### src/rtl/sync_fifo_flags.sv
// sync_fifo_flags: single-clock FIFO with arbitrary depth, programmable
// almost-full/almost-empty thresholds, occupancy and high-watermark outputs,
// synchronous flush, pass-through push while full, and sticky error flags.
module sync_fifo_flags #(
    parameter int DEPTH    = 6,
    parameter int DATA_W   = 8,
    parameter int AF_LEVEL = 5,
    parameter int AE_LEVEL = 1
) (
    input  logic                       clk,
    input  logic                       reset,
    input  logic                       flush_i,
    input  logic                       push_i,
    input  logic [DATA_W-1:0]          push_data_i,
    input  logic                       pop_i,
    output logic [DATA_W-1:0]          pop_data_o,
    output logic                       full_o,
    output logic                       empty_o,
    output logic                       almost_full_o,
    output logic                       almost_empty_o,
    output logic [$clog2(DEPTH+1)-1:0] count_o,
    output logic [$clog2(DEPTH+1)-1:0] max_count_o,
    output logic                       overflow_o,
    output logic                       underflow_o,
    input  logic                       err_clr_i
);

    localparam int PTR_W = $clog2(DEPTH);
    localparam int CNT_W = $clog2(DEPTH + 1);

    localparam logic [PTR_W-1:0] LAST_PTR = PTR_W'(DEPTH - 1);
    localparam logic [CNT_W-1:0] FULL_CNT = CNT_W'(DEPTH);
    localparam logic [CNT_W-1:0] AF_CNT   = CNT_W'(AF_LEVEL);
    localparam logic [CNT_W-1:0] AE_CNT   = CNT_W'(AE_LEVEL);

    logic [DATA_W-1:0] mem [DEPTH];

    logic [PTR_W-1:0] wPtr_q, wPtr_d;
    logic [PTR_W-1:0] rPtr_q, rPtr_d;
    logic [CNT_W-1:0] count_q, count_d;
    logic [CNT_W-1:0] maxCount_q, maxCount_d;
    logic             overflow_q, overflow_d;
    logic             underflow_q, underflow_d;

    logic popOk;
    logic pushOk;
    logic pushReject;
    logic popReject;
    logic [CNT_W-1:0] maxBase;

    // Pointers wrap explicitly at the last entry, since DEPTH need not be a power of two
    function automatic logic [PTR_W-1:0] nextPtr(input logic [PTR_W-1:0] ptr);
        return (ptr == LAST_PTR) ? '0 : ptr + PTR_W'(1);
    endfunction

    // Accept/reject decisions and next-state for pointers, occupancy and sticky flags
    always_comb begin
        popOk       = pop_i && (count_q != '0);
        pushOk      = push_i && ((count_q != FULL_CNT) || popOk);
        pushReject  = !flush_i && push_i && !pushOk;
        popReject   = !flush_i && pop_i && !popOk;

        wPtr_d  = wPtr_q;
        rPtr_d  = rPtr_q;
        count_d = count_q;

        if (flush_i) begin
            wPtr_d  = '0;
            rPtr_d  = '0;
            count_d = '0;
        end else begin
            if (pushOk) begin
                wPtr_d = nextPtr(wPtr_q);
            end
            if (popOk) begin
                rPtr_d = nextPtr(rPtr_q);
            end
            if (pushOk && !popOk) begin
                count_d = count_q + CNT_W'(1);
            end else if (popOk && !pushOk) begin
                count_d = count_q - CNT_W'(1);
            end
        end

        overflow_d  = (err_clr_i ? 1'b0 : overflow_q) | pushReject;
        underflow_d = (err_clr_i ? 1'b0 : underflow_q) | popReject;

        maxBase    = err_clr_i ? '0 : maxCount_q;
        maxCount_d = (count_d > maxBase) ? count_d : maxBase;
    end

    // Control state register with immediate asynchronous reset
    always_ff @(posedge clk or posedge reset) begin
        if (reset) begin
            wPtr_q      <= '0;
            rPtr_q      <= '0;
            count_q     <= '0;
            maxCount_q  <= '0;
            overflow_q  <= 1'b0;
            underflow_q <= 1'b0;
        end else begin
            wPtr_q      <= wPtr_d;
            rPtr_q      <= rPtr_d;
            count_q     <= count_d;
            maxCount_q  <= maxCount_d;
            overflow_q  <= overflow_d;
            underflow_q <= underflow_d;
        end
    end

    // Storage array is never reset; a flush only moves the pointers
    always_ff @(posedge clk) begin
        if (pushOk && !flush_i) begin
            mem[wPtr_q] <= push_data_i;
        end
    end

    assign pop_data_o     = mem[rPtr_q];
    assign full_o         = (count_q == FULL_CNT);
    assign empty_o        = (count_q == '0);
    assign almost_full_o  = (count_q >= AF_CNT);
    assign almost_empty_o = (count_q <= AE_CNT);
    assign count_o        = count_q;
    assign max_count_o    = maxCount_q;
    assign overflow_o     = overflow_q;
    assign underflow_o    = underflow_q;

endmodule

### config.mk
export PLATFORM = sky130hd
export DESIGN_NAME = sync_fifo_flags
export DESIGN_NICKNAME = d
export VERILOG_FILES = /design/src/rtl/sync_fifo_flags.sv
export SDC_FILE = /design/constraint.sdc
export NUM_CORES = 1
export LEC_CHECK = 0
export ABC_AREA = 1
export CAP_MARGIN = 20
export CORE_UTILIZATION = 31
export DETAILED_ROUTE_END_ITERATION = 10
export PLACE_DENSITY = 0.5
export SLEW_MARGIN = 30
export SYNTH_ARGS = -nofsm -noshare
export SYNTH_HDL_FRONTEND = slang
export SYNTH_SLANG_ARGS = --single-unit
export TNS_END_PERCENT = 1
### constraint.sdc
create_clock -name clk -period 2.1 [get_ports clk]
set_input_delay 0.525 -clock clk [delete_from_list [all_inputs] [get_ports clk]]
set_output_delay 0.525 -clock clk [all_outputs]
set_load 0.02 [all_outputs]
==> impl_metrics.yaml <==
run_status:
  outcome: "finished with violations"
  violations: "setup timing"
finish:
  fill_cells: 825
  multi_input_area_sq_um: 1040
  drive_above_1_share_pct: 39.94
  finalNetCount: 375
  post-route-util_pct: 46.57
  area_delta_synth_final_pct: 44.98
  antenna_cells: 0
  seqCellArea_sq_um: 1795
drt:
  viasPerCell: 4.661
  ant_nets: 0
  post_drt_wl_per_cell_um: 14.58
  dr.pass1.iters: 4
  wirelength_mm: 6.792
  drc_errors: 0
  vias: 2172
  drt-initial-drc-count: 101
timing:
  worst_pin_slew_ns: 0.5388
  drv_slew: 0
  hold_violations: 0
  maxSlewHeadroom_pct: 64.04
  setup_viol: 1
  layout_min_cycle_time_ns: 2.121
  clock_skew_ns: 0.01469
  finalCritPeriodShare_pct: 101.0
  whs_ns: 0.5067
  max_freq_ghz: 0.4714
  rsz0062_at_grt: "true"
  final.setup.worst_slack_ns: -0.02127
grt:
  grt_pass1_vias: 2174
  track_usage_pct: 15.60
  grt_max_degree: 15
  grt_overflow: 0
  grt_first_pass_wirelength_mm: 11.32
  antenna_found_initial: 0
clock_tree:
  holdBufCountCts: 0
  cts_buffer_depth: 2
  insertion_delay_ns: 0.35
  htree_levels: 3
  cts-root-buf: "clkbuf_8"
  clk_pin_slew_ns: 0.08
  cts_tree: "yes"
  cts_sinks: 62
  cts_inserted_buffers: 9
synth:
  yosysTopAreaCellShare_pct: 51.20
  synth_most_common_cell: "nand2_1"
  synth_edf_count: 48
  synthCells: 254
  ys.warnings.count: 0
  synth_nets: 276
  syn_area_per_cell_sq_um: 11.08
  ys_ff_latch: 62
  synth_flop_cell: "edfxtp_1"
  synth_area_leaders: "edfxtp_1 51%, dfrtp_1 12%, nand2_1 6.8%, ha_1 3.6%, nor2_1 3.1%"
  yosysSeqAreaShare_pct: 63.64
  netlist_area_sq_um: 2815
  synth_common_cells: "51 x nand2_1, 48 x edfxtp_1, 23 x nor2_1"
  ys_types: 30
  async_reset_ff_share_pct: 22.58
  yosysTopAreaCell: "edfxtp_1"
power:
  total_power_mw: 3.741
  cellPowerDensity_nw_per_um2: 916.6
  leakagePower_nw: 1.631
  ir_worst_vdd_uv: 415.7
die:
  dieArea_sq_um: 9466
  die_w_um: 97.30
  core_sq_um: 8763
  io_pins: 34
  initial_core_util_pct: 32.12
  die_h_um: 97.30
  rows: 34
worst_setup_path:
  crit_path_start_kind: "flop"
  path_class: "flop to output port"
  r2r_setup_slack_ns: 0
  required_ns: 1.57
  endpoint_kind: "output port"
  crit_fanout: 5
  arrival_ns: 1.60
run:
  max-cap-violations: 0
worst_hold_path:
  min_path_type: "flop to flop"
placement:
  dp_worst_setup_slack_ns: -0.4444
  gp_congestion: 0.7869
  port_buffers: 33
  dpl.hpwl_mm: 4.724
==> path summary, 6_finish.rpt <==
kind,end,cells after the start,startpoint
max reg2reg,max_count_o[0],15,count_o[1]
max in group asynchronous,rPtr_q[0],2,reset
min,wPtr_q[2],2,wPtr_q[2]
max,pop_data_o[0],6,rPtr_q[0]
min in group asynchronous,count_o[2],2,reset
min reg2reg,wPtr_q[2],2,wPtr_q[2]
==> final cells by class <==
cell class,instances,area share (%)
clock buffers,9,3.035
clock inverters,7,2.544
inverters,22,2.269
multi-input cells,163,25.48
flip-flops and latches,62,43.99
well taps,108,3.311
repair buffers,95,19.37
==> sequential cells by signal, summed over array words and instances, names as in the netlist <==
name and cells:
max_count_o 3, count_o 3, rPtr_q 3, overflow_o 1
wPtr_q 3, underflow_o 1, mem 48
==> through the flow <==
stage	setup TNS, ns	instance area [sq um]	cells
6_report	-0.02127	4081	466
5_1_grt	-0.8902	4081	466
4_1_cts	-0.06997	3926	459
3_5_place_dp	-9.800	3689	443
3_3_place_gp	-9.625	3689	443
2_1_floorplan	-0.1702	2835	254
==> power by group <==
group	internal [mW]	total [mW]	switching (mW)
clock	0.684	1.19	0.511
combinational	0.523	1.10	0.577
sequential	1.39	1.45	0.0596
==> logic make-up after synthesis <==
logic type | count (synthesis) | synth area share (%)
flops | 62 | 63.64
xor+xnor | 1 | 0.3112
buf+inv | 29 | 4.267
fa+ha+maj | 8 | 3.556
simple gates | 115 | 19.56
compound gates | 39 | 8.667
==> routing by layer <==
layer	global-route usage (%)	part of all wire [%]	up-vias
li1	-	-	1083
met1	22.36	50	1055
met2	23.08	46	30
met3	3.957	3.4	4
met4	5.090	0.59	0
met5	0	0	-
==> timing repair <==
action	CTS	global route
setup buffers	0	7
resized for setup	62	35
pin swaps	1	12
endpoints found under the setup margin	15	15
==> worst max-delay path: stages (launching register included) <==
cell and delay [ns]:
dfrtp_2 0.48, buf_4 0.17, nor2_1 0.09, nor2_1 0.04, o21ai_0 0.09, a41oi_2 0.17, buf_4 0.20
==> placed cells by master (no fill, tap or decap), drive strengths merged <==
cell,netlist,layout
a21oi,13,13
a31oi,3,3
a41oi,8,8
and2,1,1
buf,7,71
bufinv,0,2
clkbuf,0,11
clkdlybuf4s15,0,1
clkdlybuf4s50,0,21
clkinv,2,4
dfrtp,14,14
edfxtp,48,48
ha,8,8
inv,20,23
nand2,60,60
nand3,19,19
nand3b,1,1
nand4,4,4
nor2,26,26
nor3,3,3
o21ai,15,15
or2,1,1
xor2,1,1
No activity file was read; power rests on OpenSTA's default activity.
